--- src/rtl/alu_arbiter_ctrl.sv ---
// rtl/alu_arbiter_ctrl.sv - round-robin sharing of one registered-output ALU between two requesters
module alu_arbiter_ctrl #(
  parameter int              DATA_W   = 16,
  parameter logic [DATA_W-1:0] DIV0_VAL = {DATA_W{1'b1}},
  parameter logic [3:0]      NOP_FUN  = 4'b1111
) (
  input  logic              clk,
  input  logic              rst_n,
  input  logic              req0_valid,
  output logic              req0_ready,
  input  logic [DATA_W-1:0] req0_a,
  input  logic [DATA_W-1:0] req0_b,
  input  logic [3:0]        req0_fun,
  input  logic              req1_valid,
  output logic              req1_ready,
  input  logic [DATA_W-1:0] req1_a,
  input  logic [DATA_W-1:0] req1_b,
  input  logic [3:0]        req1_fun,
  output logic              rsp_valid,
  input  logic              rsp_ready,
  output logic              rsp_id,
  output logic [DATA_W-1:0] rsp_data,
  output logic [3:0]        rsp_flags,
  output logic              rsp_err,
  output logic [DATA_W-1:0] alu_a,
  output logic [DATA_W-1:0] alu_b,
  output logic [3:0]        alu_fun,
  input  logic [DATA_W-1:0] alu_out,
  input  logic              alu_arith,
  input  logic              alu_logic,
  input  logic              alu_cmp,
  input  logic              alu_shift,
  output logic              busy
);

  localparam logic [3:0] DIV_FUN = 4'b0011;

  typedef enum logic [1:0] {
    IDLE  = 2'd0,
    ISSUE = 2'd1,
    CAPT  = 2'd2,
    RESP  = 2'd3
  } state_t;

  state_t              state_q;
  logic [DATA_W-1:0]   a_q;
  logic [DATA_W-1:0]   b_q;
  logic [3:0]          fun_q;
  logic                id_q;
  logic                last_grant_q;
  logic                rsp_valid_q;
  logic [DATA_W-1:0]   rsp_data_q;
  logic [3:0]          rsp_flags_q;
  logic                rsp_err_q;

  logic                grant0;
  logic                grant1;
  logic                div0;

  // On a tie the requester that did not win last time gets the ALU.
  assign grant0 = req0_valid & (~req1_valid | last_grant_q);
  assign grant1 = req1_valid & (~req0_valid | ~last_grant_q);

  assign req0_ready = (state_q == IDLE) & grant0;
  assign req1_ready = (state_q == IDLE) & grant1;

  assign div0 = (fun_q == DIV_FUN) && (b_q == '0);

  always_ff @(posedge clk or negedge rst_n) begin
    if (!rst_n) begin
      state_q      <= IDLE;
      a_q          <= '0;
      b_q          <= '0;
      fun_q        <= NOP_FUN;
      id_q         <= 1'b0;
      last_grant_q <= 1'b1;
      rsp_valid_q  <= 1'b0;
      rsp_data_q   <= '0;
      rsp_flags_q  <= 4'b0000;
      rsp_err_q    <= 1'b0;
    end else begin
      case (state_q)
        IDLE: begin
          if (grant0 || grant1) begin
            a_q          <= grant1 ? req1_a   : req0_a;
            b_q          <= grant1 ? req1_b   : req0_b;
            fun_q        <= grant1 ? req1_fun : req0_fun;
            id_q         <= grant1;
            last_grant_q <= grant1;
            state_q      <= ISSUE;
          end
        end
        ISSUE: begin
          // Divide-by-zero never waits for the ALU result; the answer is fixed.
          if (div0) begin
            rsp_err_q   <= 1'b1;
            rsp_data_q  <= DIV0_VAL;
            rsp_flags_q <= 4'b1000;
            fun_q       <= NOP_FUN;
            rsp_valid_q <= 1'b1;
            state_q     <= RESP;
          end else begin
            rsp_flags_q <= {alu_arith, alu_logic, alu_cmp, alu_shift};
            state_q     <= CAPT;
          end
        end
        CAPT: begin
          rsp_data_q  <= alu_out;
          fun_q       <= NOP_FUN;
          rsp_valid_q <= 1'b1;
          state_q     <= RESP;
        end
        RESP: begin
          if (rsp_ready) begin
            rsp_valid_q <= 1'b0;
            rsp_err_q   <= 1'b0;
            state_q     <= IDLE;
          end
        end
        default: state_q <= IDLE;
      endcase
    end
  end

  assign alu_a     = a_q;
  assign alu_b     = b_q;
  assign alu_fun   = fun_q;
  assign rsp_valid = rsp_valid_q;
  assign rsp_id    = id_q;
  assign rsp_data  = rsp_data_q;
  assign rsp_flags = rsp_flags_q;
  assign rsp_err   = rsp_err_q;
  assign busy      = (state_q != IDLE);

endmodule

--- config.mk ---
export PLATFORM = sky130hd
export DESIGN_NAME = alu_arbiter_ctrl
export DESIGN_NICKNAME = d
export VERILOG_FILES = /design/src/rtl/alu_arbiter_ctrl.sv
export SDC_FILE = /design/constraint.sdc
export NUM_CORES = 1
export LEC_CHECK = 0
export ABC_AREA = 1
export CAP_MARGIN = 0
export CORE_MARGIN = 2
export CORE_UTILIZATION = 43
export DETAILED_ROUTE_END_ITERATION = 8
export PLACE_DENSITY_LB_ADDON = 0.1
export SLEW_MARGIN = 20
export SYNTH_ARGS = -nofsm -noshare
export SYNTH_HDL_FRONTEND = slang
export SYNTH_SLANG_ARGS = --single-unit
--- constraint.sdc ---
create_clock -name clk -period 3 [get_ports clk]
set_input_delay 0.45 -clock clk [delete_from_list [all_inputs] [get_ports clk]]
set_output_delay 0.45 -clock clk [all_outputs]
set_load 0.005 [all_outputs]
==> key figures, run 1 <==
Logic synthesis
  • Seq/Total Area, Yosys: 51.17%
  • Synthesized instance count: 380
  • Post-Syn Nets: ~480
  • Synth cell types: 25
  • Post-Syn Area: around 3000 µm²
  • Flops & latches, synth: 62
  • Post-synthesis mux area share: 0%
  • Synth Area in Simple Gates: about a third
  • Yosys warnings: 0
  • Avg Cell Area, Syn: 8.011 µm²
  • Largest area contributor in the netlist: dfrtp_1
  • Largest family of logic cells by synthesized area: simple AND/OR/NAND/NOR gates
  • Adder-Cell Fraction of Synth Area: ~1.6%
  • Top post-synthesis cells by area: dfrtp_1, nand2_1, a31oi_1
  • Post-Synth XOR/XNOR Area: 0%
  • Post-synthesis compound-gate area fraction: 8.878%
  • Post-synth top area share: between 40% and 50%

Floorplanning
  • CORE AREA: 6832 µm²
  • I/O pins: around 160
  • Row Count: 30
  • Initial core utilization: 44.56%
  • Total die area: ~7800 µm²
  • Die width: 88.14 µm
  • Die height: 88.14 µm

Clocking
  • CTS tree: done
  • # hold bufs at CTS: 0
  • Root Buffer: clkbuf_8
  • # resized after CTS: 0
  • Setup Fix Bufs, Post-CTS: 0
  • Skew-Pair Late Insertion Delay: between 0.3 and 0.4 ns
  • Total CTS buffers: 9
  • Maximum root-to-sink buffer count: 2
  • H-tree Lvls: 3
  • Clock transition at the registers of the reported paths: ~0.07 ns
  • Clock sinks: 62

Global route
  • Antenna violations before repair: 0
  • Gr usage total: 21.41%
  • Congestion Overflow GR: 0
  • Vias in the first global route: between 2k and 3k
  • Largest net degree at the start of global routing: 67
  • First-pass GRT wire length: 12940 µm

STA
  • Layout Skew: slightly above 0.01 ns
  • Tmin final: 2.454 ns
  • RSZ-0062 raised after global routing: false
  • # setup viols final: 0
  • Slew HR: ~48%
  • Slew @ Worst Pin: 0.7811 ns
  • Final Slew Violations: 0
  • Fin. Hold Viols: 0
  • Final TNS setup: 0 ns
  • Fmax: slightly above 0.4 GHz
  • Tcrit/Tclk final: 81.79%

Setup path
  • Critical Path Slowest Stage Cell: clkdlybuf4s50_1
  • CP Buf/Inv Count: 3
  • Setup crit end kind: primary output
  • CP Data Required Time: 2.55 ns
  • Worst setup path class: reg -> out
  • Startpoint Class: flop
  • Delay-heaviest family, CP: buffers and inverters
  • CP max stage delay: 0.54 ns
  • CP Max Fanout: 5
  • WP data arrival: 2.00 ns
  • Cells along the critical path: inv_1 -> ha_1 -> inv_2 -> a211oi_1 -> clkdlybuf4s50_1

Place
  • I/O Buffers: 158
  • DP HPWL: 5903 µm
  • Routability cong.: a little under 0.8

Route
  • Vias/cell: 4.835
  • DRT antenna net count: 0
  • Via count: 3070
  • WL/cell: 13.12 µm
  • Pre-antenna DRT Iters: 4
  • DRC viols: 0
  • Initial drt markers: about 100
  • WL final: 8329 µm

Pwr
  • PD cells: 1019 nW/µm²
  • Pleak: 2.155 nW
  • Maximum vdd drop: around 0.84 mV

Finish
  • Share of layout cells above drive strength 1: a little under a tenth
  • Ant diodes: 0
  • Layout area overhead: 60.38%
  • Layout net count: 635
  • Fin util: 71.47%

Job
  • Max_cap viols: 0

Status
  • Outcome: completed

Hold path
  • Worst hold path type: in -> async
## cell usage in the layout, fill, tap and decap left out, drive strengths merged, types with 2 or more instances in the layout
master / n
buf: 5
clkbuf: 12
clkdlybuf4s50: 157
ha: 4
inv: 18
a31oi: 32
o21ai: 5
nor2: 49
nand2: 141
clkinv: 2
dfrtp: 57
dfstp: 5
nand3: 28
or2: 16
bufinv: 2
a21oi: 3
## through the flow
step                      total power, mW  area (µm²)  hold WS (ns)  std cells  setup WS [ns]
after global placement              4.149        4667        0.4518        619         0.7055
final                               4.977        4882        0.2691        635         0.5464
after detailed placement            4.210        4667        0.4583        619         0.6577
after global routing                5.398        4882        0.3406        635         0.4275
after floorplan                     2.989        3044        0.1544        380          1.467
after CTS                           5.029        4882        0.3132        635         0.5320
## path summary, 6_finish.rpt
kind / from / end / slack [ns] / cells after the start
setup / recovery: state_q[0] / req0_ready / 0.55 / 5
hold / removal: rst_n / alu_a[14] / 0.27 / 2
setup reg to reg: state_q[0] / alu_b[6] / 1.05 / 7
hold reg to reg: rsp_err / rsp_err / 0.47 / 2
max in group asynchronous: rst_n / alu_b[13] / 2.20 / 2
min in group clk: rsp_err / rsp_err / 0.47 / 2
## logic make-up (layout without fill, tap and decap cells)
family / count (synthesis) / after routing
and+or+nand+nor: 235 / 235
DFF: 62 / 62
AOI/OAI and AO/OA: 42 / 42
buffers and inverters: 37 / 196
adders and majority gates: 4 / 4
## state kept, by name (all words and copies together) (netlist names)
signal / count
state_q: 2
alu_b: 16
last_grant_q: 1
rsp_id: 1
alu_fun: 4
rsp_err: 1
rsp_valid: 1
alu_a: 16
rsp_data: 16
rsp_flags: 4
## cell usage after synthesis
| master | n |
|---|---|
| nand3_1 | 27 |
| a31oi_1 | 32 |
| a21oi_4 | 1 |
| inv_1 | 15 |
| nor2_1 | 46 |
| a21oi_1 | 1 |
| o31ai_1 | 1 |
| buf_2 | 11 |
| nand3_2 | 1 |
| dfstp_2 | 5 |
| clkbuf_1 | 3 |
| nand2_4 | 2 |
| nand2_1 | 139 |
| buf_6 | 2 |
| ha_1 | 4 |
| o21ai_0 | 3 |
| buf_4 | 3 |
| dfrtp_1 | 57 |
| nor2_2 | 3 |
| inv_2 | 3 |
| o21ai_1 | 2 |
| or2_2 | 16 |
| a21oi_2 | 1 |
| nand4_1 | 1 |
| a211oi_1 | 1 |
## metal layers
layer	global-route usage, %	routed length (µm)
met1	26.94	3615
met2	33.68	3716
met3	7.163	784
met4	9.504	212
met5	0	0
## where the power goes
part / internal (mW) / switching (mW)
Sequential: 1.32 / 0.261
Combinational: 1.35 / 1.25
Clock: 0.489 / 0.312
Total: 3.15 / 1.82
## final cells by class
class                      instances  area (µm²)
clock inverter                     4       70.07
timing repair buffer             162        1607
multi-input combinational        281        1315
fill                             590        1949
inverter                          18       67.56
tap                               96       120.1
sequential                        62        1558
clock buffer                      12       145.1
No activity file was read; power rests on OpenSTA's default activity.
==> run 2, diff against run 1 <==
--- a/config.mk
+++ b/config.mk
@@ -8,7 +8,7 @@
 export ABC_AREA = 1
 export CAP_MARGIN = 0
 export CORE_MARGIN = 2
-export CORE_UTILIZATION = 43
+export CORE_UTILIZATION = 40
 export DETAILED_ROUTE_END_ITERATION = 8
 export PLACE_DENSITY_LB_ADDON = 0.1
 export SLEW_MARGIN = 20
==> constraint.sdc (replaced) <==
create_clock -name clk -period 2.4 [get_ports clk]
set_input_delay 0.36 -clock clk [delete_from_list [all_inputs] [get_ports clk]]
set_output_delay 0.36 -clock clk [all_outputs]
set_load 0.005 [all_outputs]
==> key figures, run 2 (synthesis gave the netlist of run 1 again) <==
STA
  • Slew @ Worst Pin: 0.5191 ns
  • Fmax: 0.4376 GHz
  • Tmin final: 2.285 ns
  • Final TNS setup: 0 ns
  • Final setup margin: 0.1149 ns
  • Final Slew Violations: 0
  • Tcrit/Tclk final: a little over nine tenths
  • Layout Skew: 0.01129 ns
  • # setup viols final: 0
  • RSZ-0062 raised after global routing: false
  • Fin. Hold Viols: 0
  • Slew HR: 65.39%

Floorplanning
  • Total die area: 8324 µm²
  • Die height: 91.24 µm
  • Die width: 91.24 µm
  • Initial core utilization: 41.75%
  • CORE AREA: ~7300 µm²
  • I/O pins: 159
  • Row Count: 31

Place
  • Placed insts: 625
  • Place WS: 0.2660 ns
  • DP HPWL: 6514 µm
  • Routability cong.: a little under 0.8
  • I/O Buffers: 158

Route
  • Pre-antenna DRT Iters: 4
  • Initial drt markers: between 150 and 200
  • Via count: about 3.1k
  • Vias/cell: 4.879
  • WL/cell: 13.92 µm
  • WL final: 8937 µm
  • DRT antenna net count: 0
  • DRC viols: 0

Pwr
  • Pleak: 2.202 nW
  • PD cells: 1300 nW/µm²
  • Total power draw: 6.484 mW
  • Maximum vdd drop: 0.7546 mV

Global route
  • Vias in the first global route: a little over 3k
  • Antenna violations before repair: 0
  • Gr usage total: a little over a fifth
  • Largest net degree at the start of global routing: 37
  • First-pass GRT wire length: 14720 µm
  • Congestion Overflow GR: 0

Setup path
  • CP Max Fanout: 5
  • WP data arrival: 1.93 ns
  • Startpoint Class: flop
  • Worst setup path class: reg -> out
  • Setup crit end kind: primary output
  • CP Data Required Time: 2.04 ns

Finish
  • FILL cells: 623
  • Most frequent cells in the layout: clkdlybuf4s50_1, nand2_1, dfrtp_1
  • Ant diodes: 0
  • Most common cell after layout, fill and taps aside: clkdlybuf4s50_1
  • Layout area overhead: 63.83%
  • Layout net count: 639
  • Share of layout cells above drive strength 1: 10.31%
  • Non-filler instance count after layout: 642
  • Fin util: 68.39%

Hold path
  • Worst hold path type: reg -> reg

Clocking
  • Total CTS buffers: 9
  • Maximum root-to-sink buffer count: 2
  • CTS tree: done
  • Root Buffer: clkbuf_8
  • Clock transition at the registers of the reported paths: 0.07 ns
  • Skew-Pair Late Insertion Delay: around 0.34 ns
  • H-tree Lvls: 3
  • Clock sinks: 62
  • # resized after CTS: 0

Status
  • Outcome: completed

Job
  • Max_cap viols: 0
[run 2: cell types whose count changed in the layout (fill, tap and decap cells not counted)]
| cell | previous run | this run |
|---|---|---|
| clkbuf_1 | 2 | 0 |
| dlygate4sd3_1 | 0 | 1 |
| buf_12 | 0 | 3 |
| bufinv_16 | 2 | 3 |
| clkinv_4 | 0 | 1 |
[run 2: worst max-delay path: stages, from the launching register on]
cell,delay (ns)
dfrtp_1,0.42
inv_1,0.10
ha_1,0.24
inv_2,0.10
a211oi_1,0.19
clkdlybuf4s50_1,0.54
[run 2: power breakdown]
group	internal [mW]	switching, mW	total [mW]
combinational	1.76	1.61	3.37
clock	0.717	0.420	1.14
sequential	1.65	0.333	1.98
[run 2: metrics by stage]
step	area [µm²]	hold WS, ns
finish	4987	0.4701
global route	4987	0.4926
CTS	4987	0.4747
detailed placement	4731	0.3548
global placement	4731	0.3618
floorplan	3044	0.06441
[run 2: cell type report]
cell class / count / area (µm²) / area share, %
tap: 99 / 123.9 / 2.484
timing repair buffer: 166 / 1677 / 33.62
clock buffer: 10 / 137.6 / 2.760
clock inverter: 6 / 108.9 / 2.183
inverter: 18 / 67.56 / 1.355
sequential: 62 / 1558 / 31.23
multi-input combinational: 281 / 1315 / 26.37
[run 2: final timing paths]
check / startpoint / end / slack [ns] / depth (start not counted)
max: state_q[0] / req0_ready / 0.11 / 5
min: alu_fun[1] / alu_fun[1] / 0.47 / 2
max reg2reg: state_q[0] / alu_b[9] / 0.70 / 7
min reg2reg: alu_fun[1] / alu_fun[1] / 0.47 / 2
max in group asynchronous: rst_n / last_grant_q / 1.23 / 3
min in group asynchronous: rst_n / alu_b[1] / 0.53 / 2
[run 2: routing by layer]
metal	wire [µm]	track usage, %
met4	139	7.197
met5	0	0
met3	550	4.979
met2	4250	35.49
met1	3997	29.39
[run 2: repair_timing]
action	CTS	global route
endpoints found under the hold margin	18	0
hold buffers	1	0
setup endpoints to repair	0	0
buffers inserted	0	0
==> edit 1 (flow settings as in run 1) <==
Set the parameter `DATA_W` to 32 (it was 16).
--- a/src/rtl/alu_arbiter_ctrl.sv
+++ b/src/rtl/alu_arbiter_ctrl.sv
@@ -2,3 +2,3 @@
 module alu_arbiter_ctrl #(
-  parameter int              DATA_W   = 16,
+  parameter int              DATA_W   = 32,
   parameter logic [DATA_W-1:0] DIV0_VAL = {DATA_W{1'b1}},
Ports: changed (8 resized); port bits go from 159 to 287. The function was not compared with the original's and may differ.
==> edit 1 against run 1 <==
Power is 72% higher; critical path type unchanged; sequential share of layout area up 0.51 points; combinational power is 77% higher; register-to-register slack lost 0.33 ns; clock skew decreased by 0.0028 ns; core utilization is 0.89 points lower; final cell count increased by 78%; routed wire length up 110%; design area is 74% higher; sequential cell count increased by 48; setup slack improved by 0.0043 ns; area after synthesis up 75%; first-iteration DRC count grew to 4.0 times the old value.
==> edit 1: results (changes against run 1) <==
status:
  status: "finished, final reports clean"
layout:
  n_fill_cell: 969  # +64%
  regArea_um2: 2759  # +77%
  clock_buffers: 14  # +2
  bufAreaShareNonClock_pct: 34.69  # +1.8 points
  nFlopsAndLatches: 110  # +77%
  buffers: 295  # +82%
sta:
  fmax_ghz: 0.4083  # +0.18%
  holdWs_ns: 0.1062  # -0.1629 ns
  fin_skew_ns: 0.007277  # -0.002843 ns
routing:
  post_drt_via_cell_ratio: 4.928  # +1.9%
  detailroute.via_count: 5559  # +81%
  wirelength_um: 17080  # +110%
global_routing:
  grt_max_degree: 111  # +66%
  grt_util_met3_pct: 7.064  # -0.099 points
  grt.total_usage_pct: 25.60  # +4.2 points
  gr-usage-met1_pct: 29.77  # +2.8 points
placement:
  placed_area_um2: 8243  # +77%
  dp_slack_ns: 0.6186  # -0.03919 ns
  numPortBuffers: 286  # +81%
worst_setup_path:
  r2r_start: "state_q[1]"
  regToRegSetupSlack_ns: 0.72  # -0.33 ns
  ff2ff_path_depth: 9  # +2
  crit_end: "req1_ready"
power_and_ir_drop:
  seqPwrFrac_pct: 33.1  # +1.4 points
  netSwitchingFraction_pct: 38.32  # +1.7 points
  power.leakage_uw: 0.003838  # +78%
yosys:
  synth.distinct_cells: 22  # -12%
  synth_fp_nets: 874  # +82%
edit 1: cell types whose count changed in the layout (fill, tap and decap cells not counted), moves of 3 or more:
cell	run 1	this run
buf_4	4	8
nand3_1	27	42
dfrtp_1	57	105
nor2_1	46	95
a31oi_1	32	64
clkbuf_8	10	2
inv_1	15	48
clkbuf_16	0	9
nand2_1	139	272
or2_2	16	0
clkdlybuf4s50_1	157	285
o21ai_0	3	6
edit 1: cells by family (layout without fill, tap and decap cells):
kind of cell / after synthesis / count (layout) / share of synthesized area [%]
simple gates: 413 / 413 / 30.39
fa+ha+maj: 4 / 4 / 0.9408
buf+inv: 93 / 360 / 8.067
compound gates: 73 / 73 / 8.749
flops: 110 / 110 / 51.86
edit 1: layer usage:
layer / share of wire (%) / wire length (um)
met4: 3.4 / 576
met3: 8.7 / 1483
met5: 0 / 0
met2: 49 / 8425
met1: 39 / 6596
==> edit 2 (config.mk and constraints of run 1) <==
Made on the original files. Encoding of `state_t`: now one-hot (4 bits for 4 states).
--- a/src/rtl/alu_arbiter_ctrl.sv
+++ b/src/rtl/alu_arbiter_ctrl.sv
@@ -37,7 +37,7 @@
 
-  typedef enum logic [1:0] {
-    IDLE  = 2'd0,
-    ISSUE = 2'd1,
-    CAPT  = 2'd2,
-    RESP  = 2'd3
+  typedef enum logic [3:0] {
+    IDLE  = 4'b0001,
+    ISSUE = 4'b0010,
+    CAPT  = 4'b0100,
+    RESP  = 4'b1000
   } state_t;
Behaviour: same outputs for any inputs over 10 cycles, from zero or initial values and one cycle with rst_n low; not proved beyond that.
==> edit 2 against run 1 <==
Combinational power shrank 5%; power down 3.2%; routed wire length is 2.4% lower; sequential cell count is 2 higher; setup slack better by 0.20 ns; design area increased by 2.7%; area after synthesis increased by 4.9%; clock skew up 0.0019 ns; largest cell class unchanged; largest power group unchanged.
==> edit 2: results (changes against run 1) <==
status:
  status: "finished, final reports clean"
placement:
  placed_area_um2: 4823  # +3.4%
  numPortBuffers: 158  # unchanged
  dp.final_hpwl_um: 6002  # +1.7%
  dp_slack_ns: 0.7510  # +0.09330 ns
  gp_congestion: 0.7933  # +1.7%
clock_network:
  clkLatencyLatePin_ns: 0.33  # about the same
  clk_pin_slew_ns: 0.07  # about the same
  h-tree-depth: 3  # unchanged
  numCtsBuffers: 9  # unchanged
  root_buffer: "clkbuf_8"
  postCtsSetupBuffers: 0  # unchanged
  post_cts_resized: 0  # unchanged
  cts_buffer_depth: 2  # unchanged
power_and_ir_drop:
  p_int_uw: 3124  # -0.93%
  netSwitchingPower_uw: 1694  # -7.1%
  power.leakage_uw: 0.002187  # +1.5%
  p_seq_uw: 1630  # +3%
  p_comb_share_pct: 51.1  # -1.1 points
  vdd_ir_drop_max_uv: 585.3  # -30%
global_routing:
  grt_pass1_wl_um: 13730  # +6.1%
  grt_antenna_before_repair: 0  # unchanged
  grt_max_degree: 53  # -21%
  grt.total_usage_pct: 20.68  # -0.73 points
  grt_pass1_vias: 3003  # +6.6%
routing:
  first_pass_iters: 4  # unchanged
  wirelength_um: 8127  # -2.4%
  initialDrtViolationCount: 80  # -22%
  post_drt_via_cell_ratio: 4.725  # -2.3%
worst_setup_path:
  critPathMaxFanout: 2  # -3
  worst_ep_arrival_time_ns: 1.80  # -0.20 ns
yosys:
  yosysSeqAreaShare_pct: 50.39  # -0.78 points
  synth_commonest_cells: "nand2_1 (143), nand3_1 (61), dfrtp_1 (58)"
  synthArstFlopShare_pct: 100.0  # unchanged
  synth_fp_nets: 478  # -0.62%
  synth_area_leaders: "dfrtp_1 (45%), nand2_1 (17%), nand3_1 (9.6%), o21a_1 (7.5%), dfstp_2 (4.9%)"
  synth.distinct_cells: 24  # -4.0%
  ys_warn_count: 0  # unchanged
hold_path:
  hp-class: "in -> async"
sta:
  tightestPinTransition_ns: 0.7461  # -0.03500 ns
  fin_skew_ns: 0.01197  # +0.001854 ns
  setup_viol: 0  # unchanged
layout:
  final_layout_size_suffix_gt1_share_pct: 9.242  # -0.22 points
  final_nets: 633  # -0.31%
  insertedDiodeCount: 0  # unchanged
  n_fill_cell: 604  # +2.4%
edit 2: cell count changes after synthesis, moves of 4 or more:
cell | run 1 | this run
ha_1 | 4 | 0
nor2_1 | 46 | 18
nand2_1 | 139 | 143
inv_1 | 15 | 11
or2_2 | 16 | 12
o21a_1 | 0 | 32
a31oi_1 | 32 | 0
nand3_1 | 27 | 61
edit 2: through the flow:
step	cells	util, %
final	640	69.49
after global routing	640	69.49
after CTS	640	69.49
after detailed placement	624	66.86
after global placement	624	66.86
after floorplan	381	-
edit 2: logic make-up after synthesis:
kind of cell    synth area share (%)
compound gates                 8.503
buf+inv                        5.603
flops                          50.39
simple gates                   35.50
edit 2: cell type report:
| class | instances | share of cell area [%] |
|---|---|---|
| multi-input combinational | 286 | 28.13 |
| clock buffer | 12 | 2.895 |
| timing repair buffer | 162 | 32.54 |
| sequential | 64 | 32.09 |
| clock inverter | 4 | 0.8984 |
| inverter | 13 | 0.9733 |
| tap | 99 | 2.471 |
edit 2: critical path: stages:
cell	delay [ns]
clkdlybuf4s50_1	0.47
inv_1	0.07
a21oi_4	0.12
inv_2	0.04
nor2_1	0.12
clkdlybuf4s50_1	0.52
edit 2: path summary, 6_finish.rpt:
check,start,slack [ns],cells past startpoint,to
worst max-delay path,req1_valid,0.75,6,req1_ready
worst min-delay path,rst_n,0.18,1,alu_a[13]
worst max register to register,state_q[2],1.28,6,alu_b[0]
worst min register to register,alu_fun[0],0.47,2,alu_fun[0]
max in group asynchronous,rst_n,2.12,2,alu_fun[3]
min in group clk,alu_fun[0],0.47,2,alu_fun[0]
edit 2: routing by layer:
layer | up-vias | global-route usage (%) | share of wire (%)
met3 | 19 | 6.370 | 7.9
met4 | 0 | 8.718 | 2.7
li1 | 1542 | - | -
met1 | 1360 | 23.91 | 42
met5 | - | 0 | 0
met2 | 103 | 35.53 | 47
